**src/rtl/temp_disp_pkg.sv**
```systemverilog
// Shared types and constants for the two-digit temperature display scanner.
package temp_disp_pkg;

  typedef enum logic [1:0] {StIdle, StConv, StLoad} state_e;

  localparam int unsigned CLAMP_MAX = 99;

  // Active-low segment patterns ordered {A,B,C,D,E,F,G}.
  localparam logic [6:0] SEG_0   = 7'b0000001;
  localparam logic [6:0] SEG_1   = 7'b1001111;
  localparam logic [6:0] SEG_2   = 7'b0010010;
  localparam logic [6:0] SEG_3   = 7'b0000110;
  localparam logic [6:0] SEG_4   = 7'b1001100;
  localparam logic [6:0] SEG_5   = 7'b0100100;
  localparam logic [6:0] SEG_6   = 7'b0100000;
  localparam logic [6:0] SEG_7   = 7'b0001111;
  localparam logic [6:0] SEG_8   = 7'b0000000;
  localparam logic [6:0] SEG_9   = 7'b0000100;
  localparam logic [6:0] SEG_OFF = 7'b1111111;

endpackage

```
**src/rtl/seg7_encode.sv**
```systemverilog
// Combinational BCD digit to active-low 7-segment pattern; non-decimal codes blank.
module seg7_encode
  import temp_disp_pkg::*;
(
  input  logic [3:0] bcd_i,
  output logic [6:0] seg_o
);

  always_comb begin
    seg_o = SEG_OFF;
    case (bcd_i)
      4'd0:    seg_o = SEG_0;
      4'd1:    seg_o = SEG_1;
      4'd2:    seg_o = SEG_2;
      4'd3:    seg_o = SEG_3;
      4'd4:    seg_o = SEG_4;
      4'd5:    seg_o = SEG_5;
      4'd6:    seg_o = SEG_6;
      4'd7:    seg_o = SEG_7;
      4'd8:    seg_o = SEG_8;
      4'd9:    seg_o = SEG_9;
      default: seg_o = SEG_OFF;
    endcase
  end

endmodule

```
**src/rtl/temp_display_scanner.sv**
```systemverilog
// Clamp, double-dabble convert and multiplex a temperature sample onto a two-digit display.
// Optional macro LEADING_ZERO_BLANK_EN hides the tens digit while it is zero.
module temp_display_scanner
  import temp_disp_pkg::*;
#(
  parameter int unsigned DATA_W      = 8,
  parameter int unsigned REFRESH_DIV = 50000,
  parameter int unsigned BLANK_CYC   = 500
) (
  input  logic              clock,
  input  logic              reset,
  input  logic [DATA_W-1:0] temp_in,
  input  logic              temp_valid,
  output logic              busy,
  output logic              A,
  output logic              B,
  output logic              C,
  output logic              D,
  output logic              E,
  output logic              F,
  output logic              G,
  output logic              dig_ones_n,
  output logic              dig_tens_n
);

  localparam int unsigned CntW = $clog2(DATA_W);
  localparam int unsigned RefW = $clog2(REFRESH_DIV);

  state_e              state_q, state_d;
  logic [CntW-1:0]     bit_cnt_q, bit_cnt_d;
  logic [DATA_W-1:0]   bin_q, bin_d;
  logic [7:0]          bcd_q, bcd_d;
  logic                pend_q, pend_d;
  logic [DATA_W-1:0]   pend_data_q, pend_data_d;
  logic [3:0]          tens_q, tens_d, ones_q, ones_d;
  logic [RefW-1:0]     refresh_q, refresh_d;
  logic                sel_tens_q, sel_tens_d;
  logic [6:0]          seg_q, seg_d;
  logic                ones_n_q, ones_n_d, tens_n_q, tens_n_d;

  logic [DATA_W-1:0]   clamped;
  logic [7:0]          bcd_adj;
  logic [DATA_W+7:0]   shift_v;
  logic [3:0]          digit_mux;
  logic [6:0]          enc_seg;
  logic                blank, tens_hidden, active;

  always_comb begin
    state_d     = state_q;
    bit_cnt_d   = bit_cnt_q;
    bin_d       = bin_q;
    bcd_d       = bcd_q;
    pend_d      = pend_q;
    pend_data_d = pend_data_q;
    tens_d      = tens_q;
    ones_d      = ones_q;
    clamped     = (temp_in > DATA_W'(CLAMP_MAX)) ? DATA_W'(CLAMP_MAX) : temp_in;
    bcd_adj[7:4] = (bcd_q[7:4] >= 4'd5) ? bcd_q[7:4] + 4'd3 : bcd_q[7:4];
    bcd_adj[3:0] = (bcd_q[3:0] >= 4'd5) ? bcd_q[3:0] + 4'd3 : bcd_q[3:0];
    shift_v     = {bcd_adj, bin_q} << 1;

    unique case (state_q)
      StIdle: begin
        if (temp_valid) begin
          bin_d     = clamped;
          bcd_d     = '0;
          bit_cnt_d = '0;
          state_d   = StConv;
        end
      end
      StConv: begin
        bcd_d     = shift_v[DATA_W+7:DATA_W];
        bin_d     = shift_v[DATA_W-1:0];
        bit_cnt_d = bit_cnt_q + 1'b1;
        if (bit_cnt_q == CntW'(DATA_W - 1)) state_d = StLoad;
      end
      StLoad: begin
        tens_d = bcd_q[7:4];
        ones_d = bcd_q[3:0];
        if (pend_q) begin
          bin_d     = pend_data_q;
          bcd_d     = '0;
          bit_cnt_d = '0;
          pend_d    = 1'b0;
          state_d   = StConv;
        end else begin
          state_d = StIdle;
        end
      end
      default: state_d = StIdle;
    endcase

    // Placed last so a strobe coinciding with the recapture refills pending.
    if (state_q != StIdle && temp_valid) begin
      pend_d      = 1'b1;
      pend_data_d = clamped;
    end
  end

  seg7_encode u_seg7_encode (
    .bcd_i (digit_mux),
    .seg_o (enc_seg)
  );

  always_comb begin
    refresh_d  = refresh_q + 1'b1;
    sel_tens_d = sel_tens_q;
    if (refresh_q == RefW'(REFRESH_DIV - 1)) begin
      refresh_d  = '0;
      sel_tens_d = ~sel_tens_q;
    end
    digit_mux = sel_tens_q ? tens_q : ones_q;
    blank     = (refresh_q < RefW'(BLANK_CYC));
`ifdef LEADING_ZERO_BLANK_EN
    tens_hidden = sel_tens_q && (tens_q == 4'd0);
`else
    tens_hidden = 1'b0;
`endif
    active   = !blank && !tens_hidden;
    seg_d    = active ? enc_seg : SEG_OFF;
    ones_n_d = !(active && !sel_tens_q);
    tens_n_d = !(active && sel_tens_q);
  end

  always_ff @(posedge clock) begin
    if (reset) begin
      state_q     <= StIdle;
      bit_cnt_q   <= '0;
      bin_q       <= '0;
      bcd_q       <= '0;
      pend_q      <= 1'b0;
      pend_data_q <= '0;
      tens_q      <= '0;
      ones_q      <= '0;
      refresh_q   <= '0;
      sel_tens_q  <= 1'b0;
      seg_q       <= SEG_OFF;
      ones_n_q    <= 1'b1;
      tens_n_q    <= 1'b1;
    end else begin
      state_q     <= state_d;
      bit_cnt_q   <= bit_cnt_d;
      bin_q       <= bin_d;
      bcd_q       <= bcd_d;
      pend_q      <= pend_d;
      pend_data_q <= pend_data_d;
      tens_q      <= tens_d;
      ones_q      <= ones_d;
      refresh_q   <= refresh_d;
      sel_tens_q  <= sel_tens_d;
      seg_q       <= seg_d;
      ones_n_q    <= ones_n_d;
      tens_n_q    <= tens_n_d;
    end
  end

  assign busy                = (state_q != StIdle);
  assign {A, B, C, D, E, F, G} = seg_q;
  assign dig_ones_n          = ones_n_q;
  assign dig_tens_n          = tens_n_q;

endmodule

```
**config.mk**
```make
export PLATFORM = sky130hd
export DESIGN_NAME = temp_display_scanner
export DESIGN_NICKNAME = d
export VERILOG_FILES = /design/src/rtl/temp_disp_pkg.sv /design/src/rtl/seg7_encode.sv /design/src/rtl/temp_display_scanner.sv
export SDC_FILE = /design/constraint.sdc
export NUM_CORES = 1
export LEC_CHECK = 0
export BUFFER_PORTS_ARGS = -buffer_cell sky130_fd_sc_hd__buf_2
export CAP_MARGIN = 25
export CORE_ASPECT_RATIO = 1.2
export CORE_MARGIN = 3
export CORE_UTILIZATION = 30
export CTS_BUF_LIST = sky130_fd_sc_hd__clkbuf_8
export DETAILED_ROUTE_END_ITERATION = 10
export SYNTH_ARGS = -nofsm -noshare
export SYNTH_HDL_FRONTEND = slang
export SYNTH_SLANG_ARGS = --single-unit
```
**constraint.sdc**
```tcl
create_clock -name clock -period 2.01 [get_ports clock]
set_input_delay 0.603 -clock clock [delete_from_list [all_inputs] [get_ports clock]]
set_output_delay 0.603 -clock clock [all_outputs]
set_load 0.01 [all_outputs]
```
==> impl_metrics.yaml, run 1 <==
synth:
  yosysUniqueCellTypes: 42
  synth_edf_count: 0
  ys.flop_type: "dfxtp_1"
  synth_cells: 350
  seq_area_frac_synth_pct: 41.4
  async_flop_share_pct: 0
  synth.avg_cell_area_sq_um: 8.84
  syn-cell-area_sq_mm: 0.00309
  synth-seq-cells: 64
  yosysWarnings: 0
  synth_nets: 380
timing:
  fin_crit_ns: 1.80
  hold_viol_final: 0
  timing.hold.ws_ns: 0.456
  slew_violations: 0
  setup-violations-final: 0
  rsz0062_at_grt: "no"
  skew_ns: 0.00816
  worstMarginPinSlew_ns: 0.702
  tns_ns: 0
  slew_headroom_pct: 53.2
  fmax_mhz: 557
  final.period_utilization_pct: 89.4
die:
  core_area_sq_mm: 0.0101
  num_rows: 40
  io_pins: 21
  die-height_um: 117
  start_util_pct: 30.8
  die_w_um: 98.7
  die-area_sq_mm: 0.0116
cells_and_area:
  final_common_cell: "dfxtp_1"
  syn_to_final_growth_pct: 15.5
  diodes: 0
  multi_input_area_sq_mm: 0.00166
  layout_common_cells: "dfxtp_1, nand2_1, a21oi_1"
  final_util_pct: 35.5
  drive_above_1_share_pct: 15.4
  nFillCells: 1041
  seqCellArea_sq_mm: 0.00128
  fin_area_sq_mm: 0.00357
  fin_nets: 402
grt:
  grt_pass1_wl_mm: 10.8
  grt_antenna_before_repair: 0
  grt_pass1_vias: 2369
  grt_usage_pct: 11.6
  grt_max_degree: 21
  grt_overflow: 0
detailed_routing:
  vias: 2480
  ant_nets: 0
  wire_per_inst_um: 12.7
  first_pass_iters: 4
  wirelength_mm: 6.37
  first_iter_violations: 107
  viasPerCell: 4.93
  drcViolationCount: 0
place:
  place_area_sq_mm: 0.00334
  place_congestion: 0.787
  dp_hpwl_mm: 4.33
  io_buffer_count: 20
setup_path:
  crit_path_frequent_cell: "inv_1"
  path_buf_inv: 3
  criticalPathCategory: "flip-flop to output pin"
  r2r_slack_ns: 0.25
  crit_chain: "inv_1 > ha_1 > inv_1 > buf_2"
  cp-start-kind: "flip-flop"
  crit_family: "flip-flops"
  r2r-start: "state_q[0]"
  worstPathArrival_ns: 1.19
  crit_end: "busy"
  worstPathRequired_ns: 1.41
  cp-end-kind: "output pin"
  worstSetupStartpoint: "state_q[0]"
  critical_path_depth: 4
  slowest_delay_ns: 0.33
  slowest_stage: "dfxtp_1"
  r2r_end: "bin_q[2]"
  worstPathMaxFanout: 4
  r2r_cells: 5
power:
  p_per_area_mw_per_mm2: 1050
  power.leakage_nw: 1.33
  max-vdd-ir-drop_mv: 0.906
  p_total_mw: 3.76
clock_tree:
  cts_tree: "built"
  cts_root_buf: "clkbuf_8"
  insertion_delay_ns: 0.34
  cts_buffers: 9
  clock_sinks: 64
  htreeDepth: 3
  cts_hold_buf: 0
  clk_path_buf_depth: 2
  clk_pin_slew_worst_paths_ns: 0.07
hold_path:
  min_path_type: "flip-flop to flip-flop"
  min_from: "pend_data_q[2]"
run_status:
  status: "complete, no violations"
run:
  maxCapViolations: 0
## routing by layer
metal	track usage (%)	share of wire, %	vias to the layer above
met5	0	0	-
met4	5.83	1.8	0
met3	2.85	3.2	11
met2	19.2	49	31
met1	14.1	46	1175
li1	-	-	1263
## sequential cells by signal (all words and copies together), names as in the netlist
register     flops
sel_tens_q       1
state_q          2
refresh_q       16
bit_cnt_q        3
seg_q            7
bcd_q            8
dig_tens_n       1
dig_ones_n       1
tens_q           4
ones_q           4
pend_data_q      8
bin_q            8
pend_q           1
## tightest hold or removal path: cells and delay by family (launching register included)
family	cells	cell delay, ns
AO/OA/AOI/OAI	1	0.05
flip-flops	1	0.31
AND/OR/NAND/NOR	1	0.05
## cell type report
| cell class | count | share of cell area, % |
|---|---|---|
| clock buffer | 12 | 4.62 |
| clock inverter | 4 | 1.89 |
| inverter | 14 | 1.47 |
| multi-input combinational | 251 | 46.4 |
| sequential | 64 | 35.9 |
| tap | 126 | 4.41 |
| timing repair buffer | 32 | 5.32 |
## where the power goes
part           internal (mW)  switching, mW  total [mW]
Combinational          0.381          0.626        1.01
Sequential              1.40         0.0706        1.47
Clock                  0.792          0.490        1.28
Total                   2.57           1.19        3.76
## cell usage after synthesis (all sizes together) (2+ instances only)
library cell	instances	area share, %
dfxtp	64	41
a21oi	35	5.8
nand2	35	4.5
nor2	33	4.0
ha	19	7.7
inv	14	1.7
mux2i	14	4.5
o21ai	13	2.1
buf	12	2.3
nand3	12	1.9
xor2	10	2.8
clkbuf	9	1.1
nor3	8	1.5
a22oi	7	1.7
nand4	7	1.4
nor2b	6	1.2
xnor2	6	1.7
and4	5	1.5
o311ai	5	1.4
mux2	4	1.5
nand2b	4	0.81
nor3b	4	0.97
o32ai	4	1.1
a211o	3	0.85
and2	3	0.61
nand3b	2	0.49
o211ai	2	0.49
or2	2	0.40
## cell families after synthesis
kind of cell	synth area share, %
AOI/OAI and AO/OA	14.7
xor gates and xnor gates	4.53
adders and majority gates	7.68
buffers and inverters	5.14
DFF	41.4
muxes	5.98
and+or+nand+nor	20.5
## worst min-delay path by stage
stage / to / slack (ns) / cells past startpoint
after floorplan: refresh_q[0] / 0.43 / 1
after global placement: refresh_q[0] / 0.44 / 1
after detailed placement: pend_data_q[2] / 0.45 / 2
after CTS: pend_data_q[2] / 0.46 / 2
after global routing: bin_q[7] / 0.48 / 2
final: pend_data_q[2] / 0.46 / 2
## stage by stage
step,cells,worst slack [ns]
2_1_floorplan,350,0.185
4_1_cts,503,0.0795
3_5_place_dp,487,0.0816
3_3_place_gp,487,0.129
6_report,503,0.214
5_1_grt,503,0.0726
## repair_timing
item                       4_1_cts  5_1_grt
setup buffers                    0        0
resized for setup                0        1
setup endpoints to repair        0        4
Note: power is estimated with default switching activity, not from simulation.
==> run 2: changes to the inputs <==
--- a/config.mk
+++ b/config.mk
@@ -12,6 +12,7 @@
 export CORE_UTILIZATION = 30
 export CTS_BUF_LIST = sky130_fd_sc_hd__clkbuf_8
 export DETAILED_ROUTE_END_ITERATION = 10
+export REMOVE_ABC_BUFFERS = 1
 export SYNTH_ARGS = -nofsm -noshare
 export SYNTH_HDL_FRONTEND = slang
 export SYNTH_SLANG_ARGS = --single-unit
==> run 2 against run 1 <==
  * Worst setup slack got worse by 0.061 ns
  * Core utilization grew 0.21 points
  * Final cell count decreased by 0.20%
  * Critical path depth did not move
  * Clock power barely moved
  * Power increased by 0.77%
  * Global-route usage fell by 0.21 points
  * Routed wire length is 4.3% lower
  * Critical path type unchanged
==> impl_metrics.yaml, run 2 (synthesis results as in run 1) <==
setup_path:
  worstPathArrival_ns: 1.25
  cp-start-kind: "flip-flop"
  worstPathMaxFanout: 7
  cp-end-kind: "output pin"
  criticalPathCategory: "flip-flop to output pin"
  worstPathRequired_ns: 1.41
die:
  io_pins: 21
  num_rows: 40
  die-height_um: 117
  die_w_um: 98.7
  core_area_sq_mm: 0.0101
  die-area_sq_mm: 0.0116
  start_util_pct: 30.8
cells_and_area:
  nFillCells: 1011
  regMostFlops: "refresh_q"
  fin_nets: 401
  final_common_cell: "dfxtp_1"
  syn_to_final_growth_pct: 16.2
  diodes: 0
  final_util_pct: 35.7
  drive_above_1_share_pct: 15.7
  largest_reg_flops: 16
  layout_common_cells: "dfxtp_1, nand2_1, a21oi_1"
clock_tree:
  cts_tree: "built"
  cts_root_buf: "clkbuf_8"
  clock_sinks: 64
  htreeDepth: 3
  clk_pin_slew_worst_paths_ns: 0.07
  cts_buffers: 9
  clk_path_buf_depth: 2
  cts_hold_buf: 0
  post-cts-setup-buffers: 0
  insertion_delay_ns: 0.35
power:
  max-vdd-ir-drop_mv: 0.381
  power.leakage_nw: 1.33
  p_per_area_mw_per_mm2: 1050
detailed_routing:
  ant_nets: 0
  first_iter_violations: 75
  wire_per_inst_um: 12.1
  drcViolationCount: 0
  first_pass_iters: 4
  vias: 2449
  viasPerCell: 4.88
  wirelength_mm: 6.10
run_status:
  status: "complete, no violations"
grt:
  grt_usage_pct: 11.4
  grt_pass1_vias: 2390
  grt_antenna_before_repair: 0
  grt_max_degree: 19
  grt_overflow: 0
  grt_pass1_wl_mm: 10.7
place:
  place_congestion: 0.839
  io_buffer_count: 20
  dp_hpwl_mm: 4.25
timing:
  slew_violations: 0
  fmax_mhz: 538
  skew_ns: 0.00879
  timing.hold.ws_ns: 0.457
  hold_viol_final: 0
  slew_headroom_pct: 54.4
  setup-violations-final: 0
  worstMarginPinSlew_ns: 0.684
  final.period_utilization_pct: 92.4
  fin_crit_ns: 1.86
  rsz0062_at_grt: "no"
hold_path:
  min_path_type: "flip-flop to flip-flop"
run:
  maxCapViolations: 0
-- run 2: changes by cell type in the layout (fill, tap and decap cells not counted) --
cell,change
dfxtp_2,+1
inv_1,-2
buf_4,-3
clkinvlp_4,+2
dfxtp_1,-1
buf_12,+2
or3_1,+1
or3_4,-1
-- run 2: per-layer routing --
layer / wire length [um] / up-vias / part of all wire (%) / track usage [%]
met5: 0 / - / 0 / 0
met4: 127 / 0 / 2.1 / 5.46
met3: 152 / 11 / 2.5 / 2.90
met2: 3170 / 24 / 52 / 21.2
met1: 2640 / 1159 / 43 / 11.9
li1: - / 1255 / - / -
-- run 2: report_power, final --
| group | internal [mW] | leakage (nW) | switching (mW) |
|---|---|---|---|
| registers | 1.40 | 0.519 | 0.0801 |
| clock network | 0.800 | 0.115 | 0.502 |
| logic | 0.393 | 0.691 | 0.612 |
| total | 2.59 | 1.33 | 1.19 |
-- run 2: repair_timing --
action	in CTS	in global routing
endpoints found under the setup margin	0	5
gates resized for setup	0	1
hold endpoints to repair	0	0
-- run 2: through the flow --
step	setup WS [ns]	total power, mW	cells	setup TNS (ns)	cell area, sq um
after detailed placement	0.109	2.51	486	0	3350
after global routing	0.0177	4.01	502	0	3590
final	0.153	3.78	502	0	3590
after CTS	0.0409	3.83	502	0	3590
after global placement	0.169	2.49	486	0	3350
after floorplan	-0.0963	2.14	329	-0.975	2990
-- run 2: area by class of cell --
| type | count | area (sq um) | share of cell area [%] |
|---|---|---|---|
| clock buffer | 12 | 165 | 4.59 |
| clock inverter | 4 | 75.1 | 2.09 |
| inverter | 14 | 52.6 | 1.46 |
| multi-input combinational | 251 | 1650 | 46.0 |
| sequential | 64 | 1280 | 35.7 |
| tap | 126 | 158 | 4.39 |
| timing repair buffer | 31 | 208 | 5.78 |
-- run 2: final timing paths --
path | startpoint | to | slack (ns) | cells past startpoint
min | pend_data_q[6] | pend_data_q[6] | 0.46 | 2
min reg2reg | pend_data_q[6] | pend_data_q[6] | 0.46 | 2
max reg2reg | state_q[1] | bin_q[3] | 0.18 | 7
max | state_q[1] | busy | 0.15 | 4
-- run 2: worst max-delay path: stages (launching register included) --
cell     delay, ns
dfxtp_2       0.39
inv_1         0.09
ha_1          0.22
inv_1         0.08
buf_2         0.13
